--- config.mk ---
export PLATFORM = sky130hd
export DESIGN_NAME = lut_frame_ctrl
export DESIGN_NICKNAME = d
export VERILOG_FILES = /design/src/rtl/rect_pkg.sv /design/src/rtl/lut_frame_ctrl_xy_counter.sv /design/src/rtl/lut_frame_ctrl.sv
export SDC_FILE = /design/constraint.sdc
export NUM_CORES = 1
export LEC_CHECK = 0
export CORE_MARGIN = 2
export CORE_UTILIZATION = 37
export CTS_BUF_LIST = sky130_fd_sc_hd__clkbuf_16
export CTS_CLUSTER_DIAMETER = 100
export DETAILED_ROUTE_END_ITERATION = 10
export PLACE_DENSITY = 0.83
export SLEW_MARGIN = 20
export SYNTH_ARGS = -nofsm -noshare
export SYNTH_HDL_FRONTEND = slang
export SYNTH_HIERARCHICAL = 1
export SYNTH_SLANG_ARGS = --single-unit
--- constraint.sdc ---
create_clock -name clk -period 2.6 [get_ports clk]
set_input_delay 0.52 -clock clk [delete_from_list [all_inputs] [get_ports clk]]
set_output_delay 0.52 -clock clk [all_outputs]
set_load 0.02 [all_outputs]
--- src/rtl/rect_pkg.sv ---
// ============================================================================
//  Module      : rect_pkg
//  Description : Shared frame geometry defaults and frame-controller states.
//  Revision    : 1.0  initial release
// ============================================================================
`default_nettype none

package rect_pkg;

    localparam int H_ACTIVE_DEF = 640;
    localparam int V_ACTIVE_DEF = 480;

    typedef enum logic [1:0] {
        ST_IDLE   = 2'd0,
        ST_START  = 2'd1,
        ST_STREAM = 2'd2,
        ST_DONE   = 2'd3
    } state_t;

endpackage

`default_nettype wire

--- src/rtl/lut_frame_ctrl_xy_counter.sv ---
// ============================================================================
//  Module      : xy_counter
//  Description : Raster column/row position counter with row/frame wrap flags.
//  Revision    : 1.0  initial release
// ============================================================================
`default_nettype none

module xy_counter #(
    parameter int H_ACTIVE = 640,
    parameter int V_ACTIVE = 480,
    parameter int CW       = $clog2(H_ACTIVE),
    parameter int RW       = $clog2(V_ACTIVE)
) (
    input  logic          clk,
    input  logic          rst,
    input  logic          clear,
    input  logic          advance,
    output logic [CW-1:0] col,
    output logic [RW-1:0] row,
    output logic          at_eol,
    output logic          at_last
);

    assign at_eol  = (col == CW'(H_ACTIVE - 1));
    assign at_last = at_eol && (row == RW'(V_ACTIVE - 1));

    always_ff @(posedge clk) begin
        if (rst || clear) begin
            col <= '0;
            row <= '0;
        end else if (advance) begin
            if (at_eol) begin
                col <= '0;
                row <= at_last ? '0 : row + 1'b1;
            end else begin
                col <= col + 1'b1;
            end
        end
    end

endmodule

`default_nettype wire

--- src/rtl/lut_frame_ctrl.sv ---
// ============================================================================
//  Module      : lut_frame_ctrl
//  Description : Frames a LUT word stream into an H x V raster with markers.
//  Revision    : 1.0  initial release
// ============================================================================
`default_nettype none

module lut_frame_ctrl
    import rect_pkg::*;
#(
    parameter int H_ACTIVE = H_ACTIVE_DEF,
    parameter int V_ACTIVE = V_ACTIVE_DEF,
    parameter int DW       = 32
) (
    input  logic                        clk,
    input  logic                        rst,
    input  logic                        frame_start,
    input  logic                        abort,
    output logic                        lut_start,
    input  logic [DW-1:0]               lt_data,
    input  logic                        lt_valid,
    input  logic                        lt_last,
    output logic                        lt_ready,
    output logic [DW-1:0]               out_data,
    output logic                        out_valid,
    input  logic                        out_ready,
    output logic                        out_sof,
    output logic                        out_eol,
    output logic                        out_last,
    output logic [$clog2(H_ACTIVE)-1:0] col,
    output logic [$clog2(V_ACTIVE)-1:0] row,
    output logic                        busy,
    output logic                        frame_done,
    output logic                        err_early_last,
    output logic                        err_missing_last
);

    localparam int CW = $clog2(H_ACTIVE);
    localparam int RW = $clog2(V_ACTIVE);

    state_t r_state;

    logic w_stream;
    logic w_beat;
    logic w_abort_act;
    logic w_clear;
    logic w_advance;
    logic w_at_eol;
    logic w_at_last;

    assign w_stream  = (r_state == ST_STREAM);

    // Zero-latency pass-through; the stream is gated off outside STREAM.
    assign lt_ready  = w_stream && out_ready;
    assign out_valid = w_stream && lt_valid;
    assign out_data  = w_stream ? lt_data : '0;

    assign w_beat      = lt_valid && lt_ready;
    assign w_abort_act = abort && (w_stream || (r_state == ST_START));
    assign w_clear     = w_abort_act || (r_state == ST_DONE);
    // An aborted beat still transfers but must not move the position.
    assign w_advance   = w_beat && !abort;

    assign out_sof  = w_stream && (col == '0) && (row == '0);
    assign out_eol  = w_stream && w_at_eol;
    assign out_last = w_stream && w_at_last;

    xy_counter #(
        .H_ACTIVE (H_ACTIVE),
        .V_ACTIVE (V_ACTIVE),
        .CW       (CW),
        .RW       (RW)
    ) u_xy (
        .clk     (clk),
        .rst     (rst),
        .clear   (w_clear),
        .advance (w_advance),
        .col     (col),
        .row     (row),
        .at_eol  (w_at_eol),
        .at_last (w_at_last)
    );

    always_ff @(posedge clk) begin
        if (rst) begin
            r_state          <= ST_IDLE;
            lut_start        <= 1'b0;
            frame_done       <= 1'b0;
            busy             <= 1'b0;
            err_early_last   <= 1'b0;
            err_missing_last <= 1'b0;
        end else begin
            lut_start  <= 1'b0;
            frame_done <= 1'b0;
            case (r_state)
                ST_IDLE: begin
                    if (frame_start && !abort) begin
                        r_state          <= ST_START;
                        lut_start        <= 1'b1;
                        busy             <= 1'b1;
                        err_early_last   <= 1'b0;
                        err_missing_last <= 1'b0;
                    end
                end
                ST_START: begin
                    if (abort) begin
                        r_state <= ST_IDLE;
                        busy    <= 1'b0;
                    end else begin
                        r_state <= ST_STREAM;
                    end
                end
                ST_STREAM: begin
                    if (abort) begin
                        r_state <= ST_IDLE;
                        busy    <= 1'b0;
                    end else if (w_beat) begin
                        if (w_at_last) begin
                            r_state    <= ST_DONE;
                            frame_done <= 1'b1;
                            if (!lt_last) begin
                                err_missing_last <= 1'b1;
                            end
                        end else if (lt_last) begin
                            r_state        <= ST_DONE;
                            frame_done     <= 1'b1;
                            err_early_last <= 1'b1;
                        end
                    end
                end
                ST_DONE: begin
                    r_state <= ST_IDLE;
                    busy    <= 1'b0;
                end
            endcase
        end
    end

endmodule

`default_nettype wire

==> results.yml, run 1 <==
floorplan:
  core_mm2: 0.00426
  start_util_pct: 37.8
  die-area_mm2: 0.00490
  ioPinCount: 100
  die_w_um: 70.0
  die_h_um: 70.0
  rows: 24
pwr:
  internal_power_uw: 706
  p_leak_uw: 0.00107
  power.density_mw_per_mm2: 328
  swShare_pct: 22.9
  seqPwrFrac_pct: 44.8
  clkPwrFrac_pct: 37.4
  p_sw_uw: 210
  pwr-share-comb_pct: 17.8
  ir_drop_mv: 0.257
layout:
  antenna_cells: 0
  drive_gt1_share_pct: 5.86
  fin_nets: 354
  multi_input_area_mm2: 0.00103
  utilization_pct: 65.5
  seq_area_um2: 520
  n_fill_cell: 359
  area_growth_pct: 73.2
  fin_area_mm2: 0.00279
timing:
  slew_headroom_pct: 75.8
  period_share_pct: 95.6
  finalSetupTns_ns: 0
  setup-violations-final: 0
  worst_slack_ns: 0.115
  max_freq_mhz: 402
  holdWs_ns: 0.473
  hold_viol_final: 0
  tightest_slew_ns: 0.363
  rsz0062_at_grt: "no"
  min_period_ns: 2.49
  slew_violations: 0
  fin_skew_ns: 0.00474
cts:
  cts_tree: "done"
  path_clk_slew_ns: 0.07
  cts_root_buf: "clkbuf_16"
  postCtsSetupBuffers: 0
  cts_buffers: 3
  ctsHoldBuffers: 0
  clock_latency_ns: 0.26
  htreeDepth: 1
  cts.sinks: 26
  cts_buffer_depth: 2
setup_path:
  required_ns: 2.08
  endpoint_kind: "primary output"
  cp.arrival_ns: 1.97
  crit_type: "reg -> out"
  worstPathMaxFanout: 4
  cp-start-kind: "flip-flop"
detailed_routing:
  drc_errors: 0
  wire_per_inst_um: 13.9
  wl_um: 5010
  via_count: 1834
  drt_iter0_markers: 74
  antenna_left: 0
  dr.pass1.iters: 4
  vias_per_cell: 5.11
global_route:
  overflow: 0
  grt_antenna_before_repair: 0
  grt_pass1_vias: 1713
  track_usage_pct: 20.2
  grt_pass1_wl_um: 8110
  grt_max_degree: 37
synth:
  ys_top_cells_by_count: "37 x and2_1, 26 x dfxtp_1, 19 x nor2_1"
  synth_top_area_share_pct: 32.3
  ys_seq_elements: 26
  async_flop_share_pct: 0
  synthCells: 202
  synth_enable_flop_cells: 0
  yosys_most_used_dff: "dfxtp_1"
  seq_area_frac_synth_pct: 32.3
  syn_area_mm2: 0.00161
  synth_top_area_cell: "dfxtp_1"
  synth_area_per_cell_um2: 7.98
  yosys.cell_count.top_type: "and2_1"
  yosys.cell_types.count: 42
  synth_nets: 248
  yosys_warnings: 6
  synth_area_leaders: "dfxtp_1 32%, and2_1 14%, ha_1 5.4%"
placement:
  gp_congestion: 0.824
  port_buffers: 99
  placed_cell_area_mm2: 0.00270
  preCtsSetupSlack_ns: 0.177
  dp_hpwl_um: 3970
job:
  drv_cap: 0
hold_path:
  min_path_type: "reg -> reg"
outcome:
  status: "finished, final reports clean"
==> registers in the layout, indices dropped and copies added, names as in the netlist <==
signal and flops:
r_state 2, busy 1, err_early_last 1, frame_done 1, err_missing_last 1, u_xy/col 10
u_xy/row 9, lut_start 1
==> final cells by class <==
cell class | count | area share, %
sequential | 26 | 18.6
clock inverter | 1 | 0.134
clock buffer | 3 | 2.69
inverter | 5 | 0.672
timing repair buffer | 110 | 38.7
multi-input combinational | 162 | 36.8
tap | 52 | 2.33
==> what timing repair did <==
action,CTS,global route
gates resized for setup,3,3
pin swaps,0,0
endpoints found under the setup margin,33,32
==> cells by family after synthesis <==
logic type	after synthesis	synth area share [%]
xor+xnor	10	5.43
fa+ha+maj	7	5.43
mux	1	0.621
buf+inv	14	4.50
simple gates	116	40.7
flops	26	32.3
compound gates	28	11.0
==> worst max-delay path, cell delays in order (launching register included) <==
cell	delay, ns
dfxtp_1	0.42
nor3b_4	0.28
nand4_1	0.18
inv_1	0.08
and2_1	0.12
clkdlybuf4s50_1	0.61
==> layer usage <==
layer	up-vias	global-route usage [%]	wire (µm)
li1	909	-	-
met1	837	25.6	2180
met2	79	34.3	2370
met3	9	4.62	374
met4	0	6.20	79
met5	-	0	0
==> final timing paths <==
path | start | to | slack, ns | depth (start not counted)
hold reg to reg | err_missing_last$_SDFFE_PP0P_ | err_missing_last$_SDFFE_PP0P_ | 0.47 | 1
setup reg to reg | r_state[0]$_SDFFE_PP0P_ | u_xy/row[8]$_SDFFE_PP0P_ | 0.38 | 8
hold / removal | err_missing_last$_SDFFE_PP0P_ | err_missing_last$_SDFFE_PP0P_ | 0.47 | 1
setup / recovery | u_xy/col[9]$_SDFFE_PP0P_ | out_eol | 0.11 | 5
==> power by group through the flow <==
stage	Sequential [µW]	Clock (µW)	Combinational (µW)
2_1_floorplan	425	0	61.5
4_1_cts	410	349	162
3_5_place_dp	420	0	161
6_report	411	342	163
3_3_place_gp	419	0	160
5_1_grt	411	370	176
==> layout by cell type, fill, tap and decap left out, types with 5 or more instances in the layout <==
cell type and instances:
nor4_1 5, and2_1 37, nand3_1 6, xor2_1 7
dfxtp_1 26, ha_1 6, clkdlybuf4s50_1 97, nor2_1 19
nand2_1 17, inv_1 5, a21oi_1 10, buf_4 10
nand4_1 6
==> per-stage QoR <==
step                      total power, µW  cells
after detailed placement              581    355
final                                 915    359
after global routing                  958    359
after floorplan                       486    202
after CTS                             921    359
after global placement                579    355
(Power assumes the default switching activity.)
==> run 2, diff against run 1 <==
--- a/config.mk
+++ b/config.mk
@@ -11,6 +11,7 @@
 export CTS_CLUSTER_DIAMETER = 100
 export DETAILED_ROUTE_END_ITERATION = 10
 export PLACE_DENSITY = 0.83
+export SKIP_CTS_REPAIR_TIMING = 1
 export SLEW_MARGIN = 20
 export SYNTH_ARGS = -nofsm -noshare
 export SYNTH_HDL_FRONTEND = slang
==> run 2 against run 1 <==
Against the previous run:
- design area increased by 0.18%
- clock skew is 0.0014 ns higher
- maximum frequency shrank 0.38%
- worst setup slack worse by 0.0094 ns
- clock-buffer cell count stayed put
- first-iteration DRC count fell by 26%
- via count rose by 0.55%
- critical path type unchanged
==> results.yml, run 2 (synthesis results as in run 1) <==
outcome:
  status: "finished, final reports clean"
cts:
  cts_tree: "done"
  path_clk_slew_ns: 0.07
  cts_buffers: 3
  cts_buffer_depth: 2
  htreeDepth: 1
  cts.sinks: 26
  cts_root_buf: "clkbuf_16"
  clock_latency_ns: 0.26
layout:
  regMostFlops: "u_xy/col"
  final_cell_mix: "97 x clkdlybuf4s50_1, 37 x and2_1, 25 x dfxtp_1"
  drive_gt1_share_pct: 6.19
  reg_top3: "u_xy/col (10), u_xy/row (9), r_state (2)"
  largest_register_ffs: 10
  final_common_cell: "clkdlybuf4s50_1"
  fin_nets: 354
  area_growth_pct: 73.5
  antenna_cells: 0
  utilization_pct: 65.6
timing:
  min_period_ns: 2.49
  tightest_slew_ns: 0.352
  max_freq_mhz: 401
  fin_skew_ns: 0.00612
  rsz0062_at_grt: "no"
  slew_headroom_pct: 76.3
  period_share_pct: 95.9
  finalSetupTns_ns: 0
  hold_viol_final: 0
  setup-violations-final: 0
  slew_violations: 0
  holdWs_ns: 0.473
detailed_routing:
  dr.pass1.iters: 5
  drc_errors: 0
  drt_iter0_markers: 55
  via_count: 1844
  wire_per_inst_um: 14.0
  wl_um: 5040
  vias_per_cell: 5.14
  antenna_left: 0
job:
  drv_cap: 0
floorplan:
  die-area_mm2: 0.00490
  die_w_um: 70.0
  core_mm2: 0.00426
  start_util_pct: 37.8
  rows: 24
  ioPinCount: 100
  die_h_um: 70.0
hold_path:
  min_path_type: "reg -> reg"
pwr:
  power.density_mw_per_mm2: 327
  p_leak_uw: 0.00108
  ir_drop_mv: 0.259
setup_path:
  required_ns: 2.08
  cp.arrival_ns: 1.97
  worstPathMaxFanout: 4
  cp-start-kind: "flip-flop"
  crit_type: "reg -> out"
  endpoint_kind: "primary output"
global_route:
  grt_pass1_vias: 1713
  overflow: 0
  grt_pass1_wl_um: 8140
  grt_max_degree: 37
  grt_antenna_before_repair: 0
  track_usage_pct: 20.3
placement:
  port_buffers: 99
  gp_congestion: 0.824
  dp_hpwl_um: 3970
run 2: cell types whose count changed in the layout (fill, tap and decap cells not counted):
cell            previous run  this run
dfxtp_1                   26        25
dlymetal6s2s_1             1         2
dfxtp_2                    0         1
dlygate4sd2_1              1         0
run 2: routing by layer:
| layer | global-route usage, % | wire [µm] | vias to the layer above | part of all wire [%] |
|---|---|---|---|---|
| met5 | 0 | 0 | - | 0 |
| met4 | 6.20 | 80 | 0 | 1.6 |
| met3 | 4.62 | 424 | 9 | 8.4 |
| met2 | 34.3 | 2370 | 83 | 47 |
| met1 | 25.7 | 2160 | 841 | 43 |
| li1 | - | - | 911 | - |
run 2: layout make-up:
class | instances | area, µm²
Tap cell | 52 | 65.1
Clock buffer | 3 | 75.1
Timing Repair Buffer | 110 | 1090
Fill cell | 361 | 1470
Clock inverter | 1 | 3.75
Sequential cell | 26 | 522
Inverter | 5 | 18.8
Multi-Input combinational cell | 162 | 1030
run 2: where the power goes:
part           switching (µW)  leakage, µW  internal, µW
Combinational            68.3     0.000830          94.3
Sequential               4.95     0.000211           406
Clock                     137    0.0000385           206
Total                     210      0.00108           706
run 2: path summary, 6_finish.rpt:
path         cells after the start  slack, ns                           from                            end
max                              5       0.11       u_xy/col[9]$_SDFFE_PP0P_                        out_eol
min                              1       0.47  err_missing_last$_SDFFE_PP0P_  err_missing_last$_SDFFE_PP0P_
max reg2reg                      8       0.38        r_state[0]$_SDFFE_PP0P_       u_xy/row[8]$_SDFFE_PP0P_
min reg2reg                      1       0.47  err_missing_last$_SDFFE_PP0P_  err_missing_last$_SDFFE_PP0P_
run 2: through the flow:
stage               worst slack [ns]  instance area, µm²  power (µW)  std cells
floorplan                      0.353                1610         486        202
global placement               0.181                2700         579        355
detailed placement             0.177                2700         581        355
CTS                           -0.104                2780         921        359
global route                  0.0179                2800         957        359
finish                         0.106                2800         916        359
run 2: worst max-delay path: stages (launching register included):
cell and delay, ns:
dfxtp_1 0.43, nor3b_4 0.29, nand4_1 0.18, inv_1 0.08, and2_1 0.12, clkdlybuf4s50_1 0.61
==> RTL change 1: new RTL, config.mk and constraints of run 2 <==
Change the parameter `DW` from 32 to 36.
--- a/src/rtl/lut_frame_ctrl.sv
+++ b/src/rtl/lut_frame_ctrl.sv
@@ -10,7 +10,7 @@
 #(
     parameter int H_ACTIVE = H_ACTIVE_DEF,
     parameter int V_ACTIVE = V_ACTIVE_DEF,
-    parameter int DW       = 32
+    parameter int DW       = 36
 ) (
     input  logic                        clk,
     input  logic                        rst,
Ports: changed (resized lt_data and out_data); port bits go from 100 to 108. The function was not compared with the original's and may differ.
==> RTL change 1 against run 2 <==
- via count is 2.5% higher
- routed wire length up 7.1%
- design area grew 5.7%
- synthesized cell count is 2.5% higher
- sequential power hardly changed
- sequential cell count unchanged
- cell count grew 4.2%
- first-iteration DRC count grew 130%
- total power rose by 13%
- fmax up 1.0%
- worst setup slack improved by 0.025 ns
- count of clock-buffer cells in the layout unchanged
- area after synthesis rose by 2.2%
- hold slack lost 0.0010 ns
- critical path type unchanged
- critical endpoint is now out_data[26]
==> RTL change 1: results (changes against run 2) <==
finish:
  reg_top3: "u_xy/col (10), u_xy/row (9), r_state (2)"
  fillers: 358  # -0.83%
  diodes: 0  # unchanged
  drive_gt1_share_pct: 7.14  # +0.95 points
yosys:
  synth_nets: 257  # +3.6%
  synth_ff_type: "dfxtp_1"
  ys_seq_area_share_pct: 31.6  # -0.69 points
  yosys_warnings: 6  # unchanged
  avgSynthCellArea_um2: 7.96  # -0.30%
  synthDistinctLibCells: 41  # -2.4%
  async_reset_ff_share_pct: 0  # unchanged
  synth.top_cells.by_area: "dfxtp_1, and2_1, ha_1, nor2_1, nand2_1"
  netlist_top_cells_count: "and2_1, dfxtp_1, nor2_1"
setup_path:
  critPathLaunch: "r_state[0]"
  arrival_ns: 1.95  # -0.02 ns
  critPathMaxFanout: 15  # +11
  rrSetupSlack_ns: 0.40  # +0.02 ns
  reg2reg_depth: 9  # +1
  timing.rr.end: "u_xy/row[8]"
  cp-endpoint: "out_data[26]"
clock_network:
  cts_buffer_depth: 2  # unchanged
  clk_latency_ns: 0.26  # about the same
  cts.clk_slew.worst_paths_ns: 0.07  # about the same
  htreeDepth: 1  # unchanged
  cts-root-buf: "clkbuf_16"
  cts_buffers: 3  # unchanged
status:
  run_status: "finished clean"
power_and_ir_drop:
  p_int_uw: 814  # +15%
  p_leak_uw: 0.00120  # +11%
  vdd_ir_drop_max_mv: 0.280  # +8.0%
placement:
  place_congestion: 0.804  # -2.4%
  dpl.hpwl_um: 4260  # +7.3%
  io_buffers: 107  # +8.1%
  post-place-ws_ns: 0.207  # +0.0302 ns
  post_dp_cell_area_um2: 2830  # +5.1%
  place_inst: 370  # +4.2%
sta:
  max_freq_mhz: 405  # +1.0%
  max_slew.worst_pin.slew_ns: 0.354  # +0.00119 ns
  finalClockSkew_ns: 0.00737  # +0.00125 ns
grt:
  grt_use_total_pct: 21.2  # +0.90 points
  grt_pass1_wl_um: 8790  # +8.1%
  grt_antenna_before_repair: 0  # unchanged
  grt_start_max_net_pins: 31  # -16%
worst_hold_path:
  min_path_cells: 1  # unchanged
  hold_class: "reg -> reg"
routing:
  vias_per_cell: 5.05  # -1.6%
  first_pass_iters: 4  # -1
  drtIter0Drc: 128  # +130%
  drt-wirelength-per-cell_um: 14.4  # +2.8%
  dr_total_vias: 1890  # +2.5%
job:
  max_cap_violations: 0  # unchanged
RTL change 1: changes by cell type after synthesis:
cell | before | now
a2111oi_2 | 0 | 1
buf_2 | 4 | 2
clkbuf_1 | 2 | 5
and2_1 | 37 | 41
a22oi_2 | 0 | 1
a22oi_1 | 1 | 0
or2b_1 | 1 | 0
a2111oi_1 | 1 | 0
nand2b_1 | 3 | 4
RTL change 1: cells by family after synthesis:
group	Yosys count	synth area share, %
flip-flops	26	31.6
AND/OR/NAND/NOR	120	41.3
buffers and inverters	15	4.48
AO/OA/AOI/OAI	28	11.4
multiplexers	1	0.607
XOR/XNOR	10	5.32
adder cells (fa/ha/maj)	7	5.31
RTL change 1: layout make-up:
type                            instances  area, µm²  share of cell area (%)
Clock buffer                            3       75.1                    2.54
Clock inverter                          1       30.0                    1.02
Timing Repair Buffer                  121       1190                    40.3
Inverter                                5       18.8                   0.635
Multi-Input combinational cell        166       1060                    35.7
Tap cell                               52       65.1                    2.20
Sequential cell                        26        520                    17.6
RTL change 1: worst max-delay path, cell delays in order, from the launching register on:
cell and delay [ns]:
dfxtp_1 0.35, inv_1 0.12, ha_2 0.24, buf_4 0.19
and2_1 0.17, clkdlybuf4s50_1 0.62
RTL change 1: power groups by stage:
stage | sequential, µW | combinational [µW] | clock [µW]
floorplan | 425 | 65.0 | 0
global placement | 420 | 171 | 0
detailed placement | 420 | 174 | 0
CTS | 411 | 175 | 453
global route | 412 | 189 | 470
finish | 411 | 176 | 446
RTL change 1: metal layers:
metal  wire (µm)  up-vias  track usage [%]
met5           0        -                0
met4          57        0             5.03
met3         222        6             3.13
met2        2690       53             36.0
met1        2430      885             28.4
li1            -      946                -
RTL change 1: worst min-delay path by stage:
stage / endpoint / start
after detailed placement: err_early_last / err_early_last
final: err_missing_last / err_missing_last
after CTS: err_early_last / err_early_last
after floorplan: r_state[0] / r_state[0]
after global routing: err_missing_last / err_missing_last
after global placement: err_missing_last / err_missing_last
RTL change 1: per-stage QoR:
stage | total power, µW | hold slack, ns
after global routing | 1070 | 0.491
after CTS | 1040 | 0.474
final | 1030 | 0.472
after floorplan | 490 | 0.507
after detailed placement | 594 | 0.459
after global placement | 591 | 0.450
==> RTL change 2: new RTL, settings of run 2 <==
Made on the original files. Encoding of `state_t`: now one-hot (4 bits for 4 states).
--- a/src/rtl/rect_pkg.sv
+++ b/src/rtl/rect_pkg.sv
@@ -10,11 +10,11 @@
     localparam int H_ACTIVE_DEF = 640;
     localparam int V_ACTIVE_DEF = 480;
 
-    typedef enum logic [1:0] {
-        ST_IDLE   = 2'd0,
-        ST_START  = 2'd1,
-        ST_STREAM = 2'd2,
-        ST_DONE   = 2'd3
+    typedef enum logic [3:0] {
+        ST_IDLE   = 4'b0001,
+        ST_START  = 4'b0010,
+        ST_STREAM = 4'b0100,
+        ST_DONE   = 4'b1000
     } state_t;
 
 endpackage
Behaviour: no difference found for any inputs over 10 cycles, from zero or initial values and one cycle with rst high; not proved beyond that.
==> RTL change 2 against run 2 <==
- first-iteration DRC count increased by 73%
- area after synthesis increased by 5.0%
- total power fell by 0.91%
- cell count grew 2.5%
- design area increased by 6.1%
- worst setup slack got worse by 0.031 ns
- routed wire length up 7.4%
- largest cell class unchanged
- sequential cell count up 2
==> RTL change 2: results (changes against run 2) <==
routing:
  detail_route.wirelength.met1_um: 2150  # -0.42%
  wl_met2_um: 2620  # +11%
  dr_total_vias: 1894  # +2.7%
  first_pass_iters: 4  # -1
  vias_per_cell: 5.15  # +0.20%
  wl_met3_um: 454  # +7.1%
  drt-total-wl_um: 5410  # +7.4%
  drtIter0Drc: 95  # +73%
yosys:
  netlist_top_cells_count: "and2_1, dfxtp_1, nor2_1"
  synth_seq_cells: 28  # +7.7%
  ys_seq_area_share_pct: 33.1  # +0.84 points
  synth_area_um2: 1690  # +5.0%
  avgSynthCellArea_um2: 8.10  # +1.4%
sta:
  finalClockSkew_ns: 0.00376  # -0.00236 ns
  whs_ns: 0.520  # +0.0472 ns
  max_slew_margin_pct: 75.1  # -1.2 points
finish:
  inverters: 7  # +2
  reg_top3: "u_xy/col (10), u_xy/row (9), r_state (4)"
  drive_gt1_share_pct: 8.23  # +2.0 points
  stdcell_area_um2: 2970  # +6.1%
  num-nonclk-buffers: 115  # +4.5%
  multi_input_area_share_pct: 34.5  # -2.2 points
  bufAreaShareNonClock_pct: 40.9  # +2.1 points
  fillers: 353  # -2.2%
  ff_latch_area_um2: 561  # +7.4%
power_and_ir_drop:
  fin_total_pwr_uw: 908  # -0.91%
  powerComb_uw: 112  # -31%
  p_int_uw: 712  # +0.95%
  p_leak_uw: 0.00177  # +64%
placement:
  place_inst: 363  # +2.3%
  place_congestion: 0.810  # -1.7%
  dpl.hpwl_um: 4080  # +2.9%
  post_dp_cell_area_um2: 2790  # +3.6%
grt:
  grt_pass1_wl_um: 8130  # about the same
  grt_use_met1_pct: 22.7  # -3.1 points
  grt_start_max_net_pins: 38  # +2.7%
  met3_usage_pct: 4.50  # -0.12 points
setup_path:
  critPathMaxFanout: 8  # +4
  arrival_ns: 2.01  # +0.04 ns
  rrSetupSlack_ns: 0.41  # +0.03 ns
status:
  run_status: "finished clean"
## RTL change 2: cell types whose count changed in the layout (fill, tap and decap cells not counted), sizes merged, moves of 3 or more
cell           delta
ha                -5
o21ai             +3
dlymetal6s2s     +34
clkdlybuf4s50    -34
buf               +5
## RTL change 2: cells by family (layout without fill, tap and decap cells)
family / count (synthesis) / in the layout / synth area share, %
flops: 28 / 28 / 33.1
mux: 1 / 1 / 0.591
xor+xnor: 11 / 11 / 5.69
fa+ha+maj: 2 / 2 / 1.48
simple gates: 119 / 119 / 42.0
compound gates: 29 / 29 / 10.9
buf+inv: 19 / 126 / 6.28
## RTL change 2: final timing paths
| kind | start | end | cells after the start |
|---|---|---|---|
| min reg2reg | err_early_last | err_early_last | 2 |
| min | err_early_last | err_early_last | 2 |
| max | r_state[3] | out_sof | 5 |
| max reg2reg | r_state[3] | u_xy/row[6] | 7 |
